`config.mk`:
```
export PLATFORM = sky130hd
export DESIGN_NAME = button_step_ctrl
export DESIGN_NICKNAME = d
export VERILOG_FILES = /design/src/rtl/button_step_ctrl.sv
export SDC_FILE = /design/constraint.sdc
export NUM_CORES = 1
export LEC_CHECK = 0
export ABC_CLOCK_PERIOD_IN_PS = 4200
export CAP_MARGIN = 10
export CORE_AREA = 5 5 59 74
export DETAILED_ROUTE_END_ITERATION = 6
export DIE_AREA = 0 0 64 79
export PLACE_DENSITY = 0.76
export SYNTH_ARGS = -nofsm -noshare
export SYNTH_HDL_FRONTEND = slang
export SYNTH_SLANG_ARGS = --single-unit
```
`constraint.sdc`:
```
create_clock -name clk -period 4.2 [get_ports clk]
set_clock_uncertainty 0.15 [all_clocks]
set_input_delay 0.84 -clock clk [delete_from_list [all_inputs] [get_ports clk]]
set_output_delay 0.84 -clock clk [all_outputs]
set_load 0.03 [all_outputs]
```
`src/rtl/button_step_ctrl.sv`:
```
// Debounced up/down pushbutton controller producing step strobes with hold-to-repeat.
// Optional fast stepping (inc=1 after FAST_REPS repeats) is enabled by defining BUTTON_STEP_FAST_EN.
module button_step_ctrl #(
    parameter int TICK_DIV   = 50000,
    parameter int DEB_TICKS  = 10,
    parameter int HOLD_TICKS = 500,
    parameter int REP_TICKS  = 100,
    parameter int FAST_REPS  = 8
) (
    input  logic clk,
    input  logic rst,
    input  logic btn_up,
    input  logic btn_dn,
    output logic EN,
    output logic cnt,
    output logic inc
);

    localparam int PW   = (TICK_DIV > 1) ? $clog2(TICK_DIV) : 1;
    localparam int TMAX = (DEB_TICKS > HOLD_TICKS)
                        ? ((DEB_TICKS > REP_TICKS) ? DEB_TICKS : REP_TICKS)
                        : ((HOLD_TICKS > REP_TICKS) ? HOLD_TICKS : REP_TICKS);
    localparam int TW   = $clog2(TMAX + 1);

    typedef enum logic [2:0] {
        IDLE, DEB_PRESS, HELD, REPEAT, DEB_REL, LOCKOUT
    } state_t;

    logic          up_s1, up_s2, dn_s1, dn_s2;
    logic [PW-1:0] presc;
    logic          tick;
    state_t        state;
    logic          dir;
    logic [TW-1:0] tcnt;
    logic [TW-1:0] step_lim;
    logic          act, both, none;

    always_ff @(posedge clk or negedge rst) begin
        if (!rst) begin
            up_s1 <= 1'b0;
            up_s2 <= 1'b0;
            dn_s1 <= 1'b0;
            dn_s2 <= 1'b0;
        end else begin
            up_s1 <= btn_up;
            up_s2 <= up_s1;
            dn_s1 <= btn_dn;
            dn_s2 <= dn_s1;
        end
    end

    always_ff @(posedge clk or negedge rst) begin
        if (!rst)
            presc <= '0;
        else if (presc == PW'(TICK_DIV - 1))
            presc <= '0;
        else
            presc <= presc + 1'b1;
    end

    assign tick = (presc == PW'(TICK_DIV - 1));
    assign act  = dir ? dn_s2 : up_s2;
    assign both = up_s2 & dn_s2;
    assign none = ~up_s2 & ~dn_s2;

    // HELD waits the long hold interval, REPEAT the shorter repeat interval.
    always_comb begin
        step_lim = TW'(REP_TICKS - 1);
        if (state == HELD)
            step_lim = TW'(HOLD_TICKS - 1);
    end

`ifdef BUTTON_STEP_FAST_EN
    localparam int RW = (FAST_REPS > 0) ? $clog2(FAST_REPS + 1) : 1;
    logic [RW-1:0] rep_cnt;
`else
    assign inc = 1'b0;
`endif

    always_ff @(posedge clk or negedge rst) begin
        if (!rst) begin
            state <= IDLE;
            dir   <= 1'b0;
            tcnt  <= '0;
            EN    <= 1'b0;
            cnt   <= 1'b0;
`ifdef BUTTON_STEP_FAST_EN
            inc     <= 1'b0;
            rep_cnt <= '0;
`endif
        end else begin
            EN <= 1'b0;
`ifdef BUTTON_STEP_FAST_EN
            if (state == IDLE)
                rep_cnt <= '0;
`endif
            if (tick) begin
                case (state)
                    IDLE: begin
                        // The sample that starts the debounce counts as the first stable tick.
                        if (up_s2 ^ dn_s2) begin
                            dir   <= dn_s2;
                            tcnt  <= TW'(1);
                            state <= DEB_PRESS;
                        end
                    end
                    DEB_PRESS: begin
                        if (both) begin
                            tcnt  <= '0;
                            state <= LOCKOUT;
                        end else if (!act) begin
                            state <= IDLE;
                        end else if (tcnt >= TW'(DEB_TICKS - 1)) begin
                            EN    <= 1'b1;
                            cnt   <= dir;
`ifdef BUTTON_STEP_FAST_EN
                            inc   <= 1'b0;
`endif
                            tcnt  <= '0;
                            state <= HELD;
                        end else begin
                            tcnt <= tcnt + 1'b1;
                        end
                    end
                    HELD, REPEAT: begin
                        if (both) begin
                            tcnt  <= '0;
                            state <= LOCKOUT;
                        end else if (!act) begin
                            tcnt  <= TW'(1);
                            state <= DEB_REL;
                        end else if (tcnt >= step_lim) begin
                            EN    <= 1'b1;
                            cnt   <= dir;
`ifdef BUTTON_STEP_FAST_EN
                            inc   <= (rep_cnt >= RW'(FAST_REPS));
                            if (rep_cnt < RW'(FAST_REPS))
                                rep_cnt <= rep_cnt + 1'b1;
`endif
                            tcnt  <= '0;
                            state <= REPEAT;
                        end else begin
                            tcnt <= tcnt + 1'b1;
                        end
                    end
                    DEB_REL: begin
                        if (both) begin
                            tcnt  <= '0;
                            state <= LOCKOUT;
                        end else if (act) begin
                            tcnt <= '0;
                        end else if (tcnt >= TW'(DEB_TICKS - 1)) begin
                            state <= IDLE;
                        end else begin
                            tcnt <= tcnt + 1'b1;
                        end
                    end
                    LOCKOUT: begin
                        if (!none) begin
                            tcnt <= '0;
                        end else if (tcnt >= TW'(DEB_TICKS - 1)) begin
                            state <= IDLE;
                        end else begin
                            tcnt <= tcnt + 1'b1;
                        end
                    end
                    default: state <= IDLE;
                endcase
            end
        end
    end

endmodule

```
==> flow_summary.yaml <==
run_status:
  status: "finished clean"
cts:
  clkSlewWorstSetupHoldPaths_ns: 0.07
  worst_skew_pair.late_latency_ns: 0.29
  cts_resized: 0
  cts-htree-levels: 2
  tritoncts: "yes"
  clock_sinks: 35
  postCtsHoldBufs: 0
  cts_root_buf: "clkbuf_8"
  numCtsBuffers: 5
  cts_setup_buffers: 0
  clockBufferDepth: 2
logic_synthesis:
  syn_avg_cell_area_um2: 9.38
  synthDistinctLibCells: 52
  synth_top_cell_by_area: "dfrtp_1"
  ys_seq_elements: 35
  synth_seq_area_share_pct: 42.4
  synth_edf_count: 0
  yosysTopAreaCellShare_pct: 42.4
  syn_area_mm2: 0.00206
  syn_nets: 233
  synth.top_cells.by_area: "dfrtp_1, ha_1, xor2_1"
  ys.flop_type: "dfrtp_1"
  synth_warnings: 0
  syn_inst: 220
  async_flop_share_pct: 100
drt:
  wl_per_cell_um: 16.1
  viasPerCell: 6.25
  via_count: 1657
  drtIter0Drc: 94
  dr.pass1.iters: 4
  ant_nets: 0
  wl_mm: 4.27
  drc: 0
floorplan:
  ioPinCount: 7
  dieArea_mm2: 0.00506
  core_area_mm2: 0.00366
  start_util_pct: 56.4
  die_h_um: 79
  num_rows: 25
  fp.dieW_um: 64
pwr:
  totalPowerFinal_mw: 0.599
  p_int_mw: 0.459
  p_clk_share_pct: 40.0
  swShare_pct: 23.3
  vdd.ir_drop.worst_mv: 0.263
  pwr-share-comb_pct: 3.2
  p_sw_mw: 0.139
  p_leak_nw: 0.977
  p_seq_share_pct: 56.7
  power_density_mw_per_mm2: 271
sta:
  finalWorstSetupSlack_ns: 1.15
  tightest_slew_ns: 0.825
  rsz0062_at_grt: "no"
  max-slew-margin-rel_pct: 43.4
  min_period_over_period_pct: 72.7
  holdWs_ns: 0.206
  report.final.slew_viol_count: 0
  hold_violations: 0
  finalCriticalPeriod_ns: 3.05
  setup_viol: 0
  tns_ns: 0
  clock.fmax_mhz: 328
worst_setup_path:
  worst-setup-path-type: "flip-flop to flip-flop"
  worstSetupStartpoint: "presc[11]"
  critPathRequiredTime_ns: 4.19
  slowest_delay_ns: 0.72
  r2r_slack_ns: 1.15
  endpoint: "tcnt[1]"
  r2r_start: "presc[11]"
  cp_slowest_cell: "nor4_4"
  crit_path_end_kind: "flip-flop"
  worst-endpoint-arrival_ns: 3.04
  ff2ff_path_depth: 5
  r2r-end: "tcnt[1]"
  path_cells: "or4b_4 > nor4_4 > nand2_1 > a21oi_1 > o32ai_1"
  path_delay_family: "simple AND/OR/NAND/NOR gates"
  critPathMaxFanout: 16
  start_kind: "flip-flop"
  path_depth: 5
  path_buf_inv: 0
grt:
  grt_max_degree: 36
  track_usage_pct: 18.9
  grt_pass1_vias: 1671
  grt_pass1_wl_mm: 7.60
  antenna_found_initial: 0
  grt.overflow.total: 0
place:
  dpl.hpwl_mm: 3.02
  place_ws_ns: 1.16
  place.gp.congestion: 0.907
  port_buffers: 5
  dpl_cell_area_mm2: 0.00212
  numPlacedInstances: 257
run:
  cap_violations: 0
layout:
  drive_gt1_share_pct: 6.22
  stdcell_area_mm2: 0.00221
  final_util_pct: 60.4
  regArea_um2: 876
  fin_nets: 237
  final_cells: 265
  diodes: 0
  multi_input_area_mm2: 0.00112
  syn_to_final_growth_pct: 7.03
  fill_cells: 325
min_path:
  min_path_type: "flip-flop to flip-flop"
  hold_depth: 0
-- power by group through the flow --
stage               Sequential [mW]  Clock (mW)  Combinational [mW]
floorplan                     0.346           0             0.00930
global placement              0.346           0              0.0197
detailed placement            0.346           0              0.0198
CTS                           0.340       0.248              0.0200
global route                  0.340       0.264              0.0221
finish                        0.340       0.240              0.0193
-- routing by layer --
layer / wire [um] / GRT usage (%) / up-vias
li1: - / - / 815
met1: 1890 / 23.5 / 809
met2: 2180 / 30.8 / 27
met3: 136 / 4.24 / 6
met4: 57 / 8.73 / 0
met5: 0 / 0 / -
-- Yosys cell counts (2+ instances only) --
cell and n:
nand4b_1 2, a41oi_1 3, nor2_1 19, ha_1 9
o22ai_1 2, dfrtp_1 35, o21ai_0 10, inv_1 10
xnor2_1 3, and3_1 7, or3_1 2, clkbuf_1 6
nand2b_1 2, nor2b_1 4, o211ai_1 2, a21oi_1 11
nor3_1 10, nand3_1 10, a31oi_1 6, mux2_1 2
nand2_1 11, nand4_1 5, a211oi_1 6, xor2_1 9
and2_1 6, o31a_1 2
-- kinds of logic (layout without fill, tap and decap cells) --
| logic type | count (synthesis) | in the layout | synth area share [%] |
|---|---|---|---|
| AOI/OAI and AO/OA | 55 | 55 | 18.0 |
| xor gates and xnor gates | 12 | 12 | 5.09 |
| adders and majority gates | 9 | 9 | 5.45 |
| buffers and inverters | 18 | 23 | 3.52 |
| DFF | 35 | 35 | 42.4 |
| muxes | 4 | 4 | 2.12 |
| other | 1 | 1 | 0.182 |
| and+or+nand+nor | 86 | 86 | 23.2 |
-- worst reg2reg max path: stages (launching register included) --
cell and delay, ns:
dfrtp_1 0.44, or4b_4 0.57, nor4_4 0.72, nand2_1 0.33, a21oi_1 0.53, o32ai_1 0.18
-- worst min-delay path by stage --
stage	start	to
2_1_floorplan	dn_s1	dn_s2
5_1_grt	up_s1	up_s2
4_1_cts	up_s1	up_s2
6_report	up_s1	up_s2
3_3_place_gp	dn_s1	dn_s2
3_5_place_dp	up_s1	up_s2
-- registers in the layout (all words and copies together), names as in the netlist --
name and flops:
EN 1, cnt 1, dir 1, dn_s1 1
dn_s2 1, presc 16, state 3, tcnt 9
up_s1 1, up_s2 1
-- area by class of cell --
class / count / share of cell area (%)
Sequential cell: 35 / 39.6
Timing Repair Buffer: 5 / 2.04
Inverter: 10 / 1.70
Clock inverter: 2 / 0.566
Tap cell: 40 / 2.27
Clock buffer: 6 / 3.28
Multi-Input combinational cell: 167 / 50.5
-- placed cells by master (no fill, tap or decap), types with 2 or more instances in the layout --
cell	Yosys	layout
ha_1	9	9
a41oi_1	3	3
and3_1	7	7
nand2_1	11	11
nand3_1	10	10
mux2_1	2	2
a21oi_1	11	11
a31oi_1	6	6
o211ai_1	2	2
o21ai_0	10	10
nand4_1	5	5
clkbuf_8	0	5
nor2_1	19	19
o31a_1	2	2
xnor2_1	3	3
nand2b_1	2	2
dfrtp_1	35	35
or3_1	2	2
clkdlybuf4s50_1	0	4
nor3_1	10	10
nand4b_1	2	2
nor2b_1	4	4
inv_1	10	10
a211oi_1	6	6
xor2_1	9	9
and2_1	6	6
o22ai_1	2	2
(Power assumes the default switching activity.)
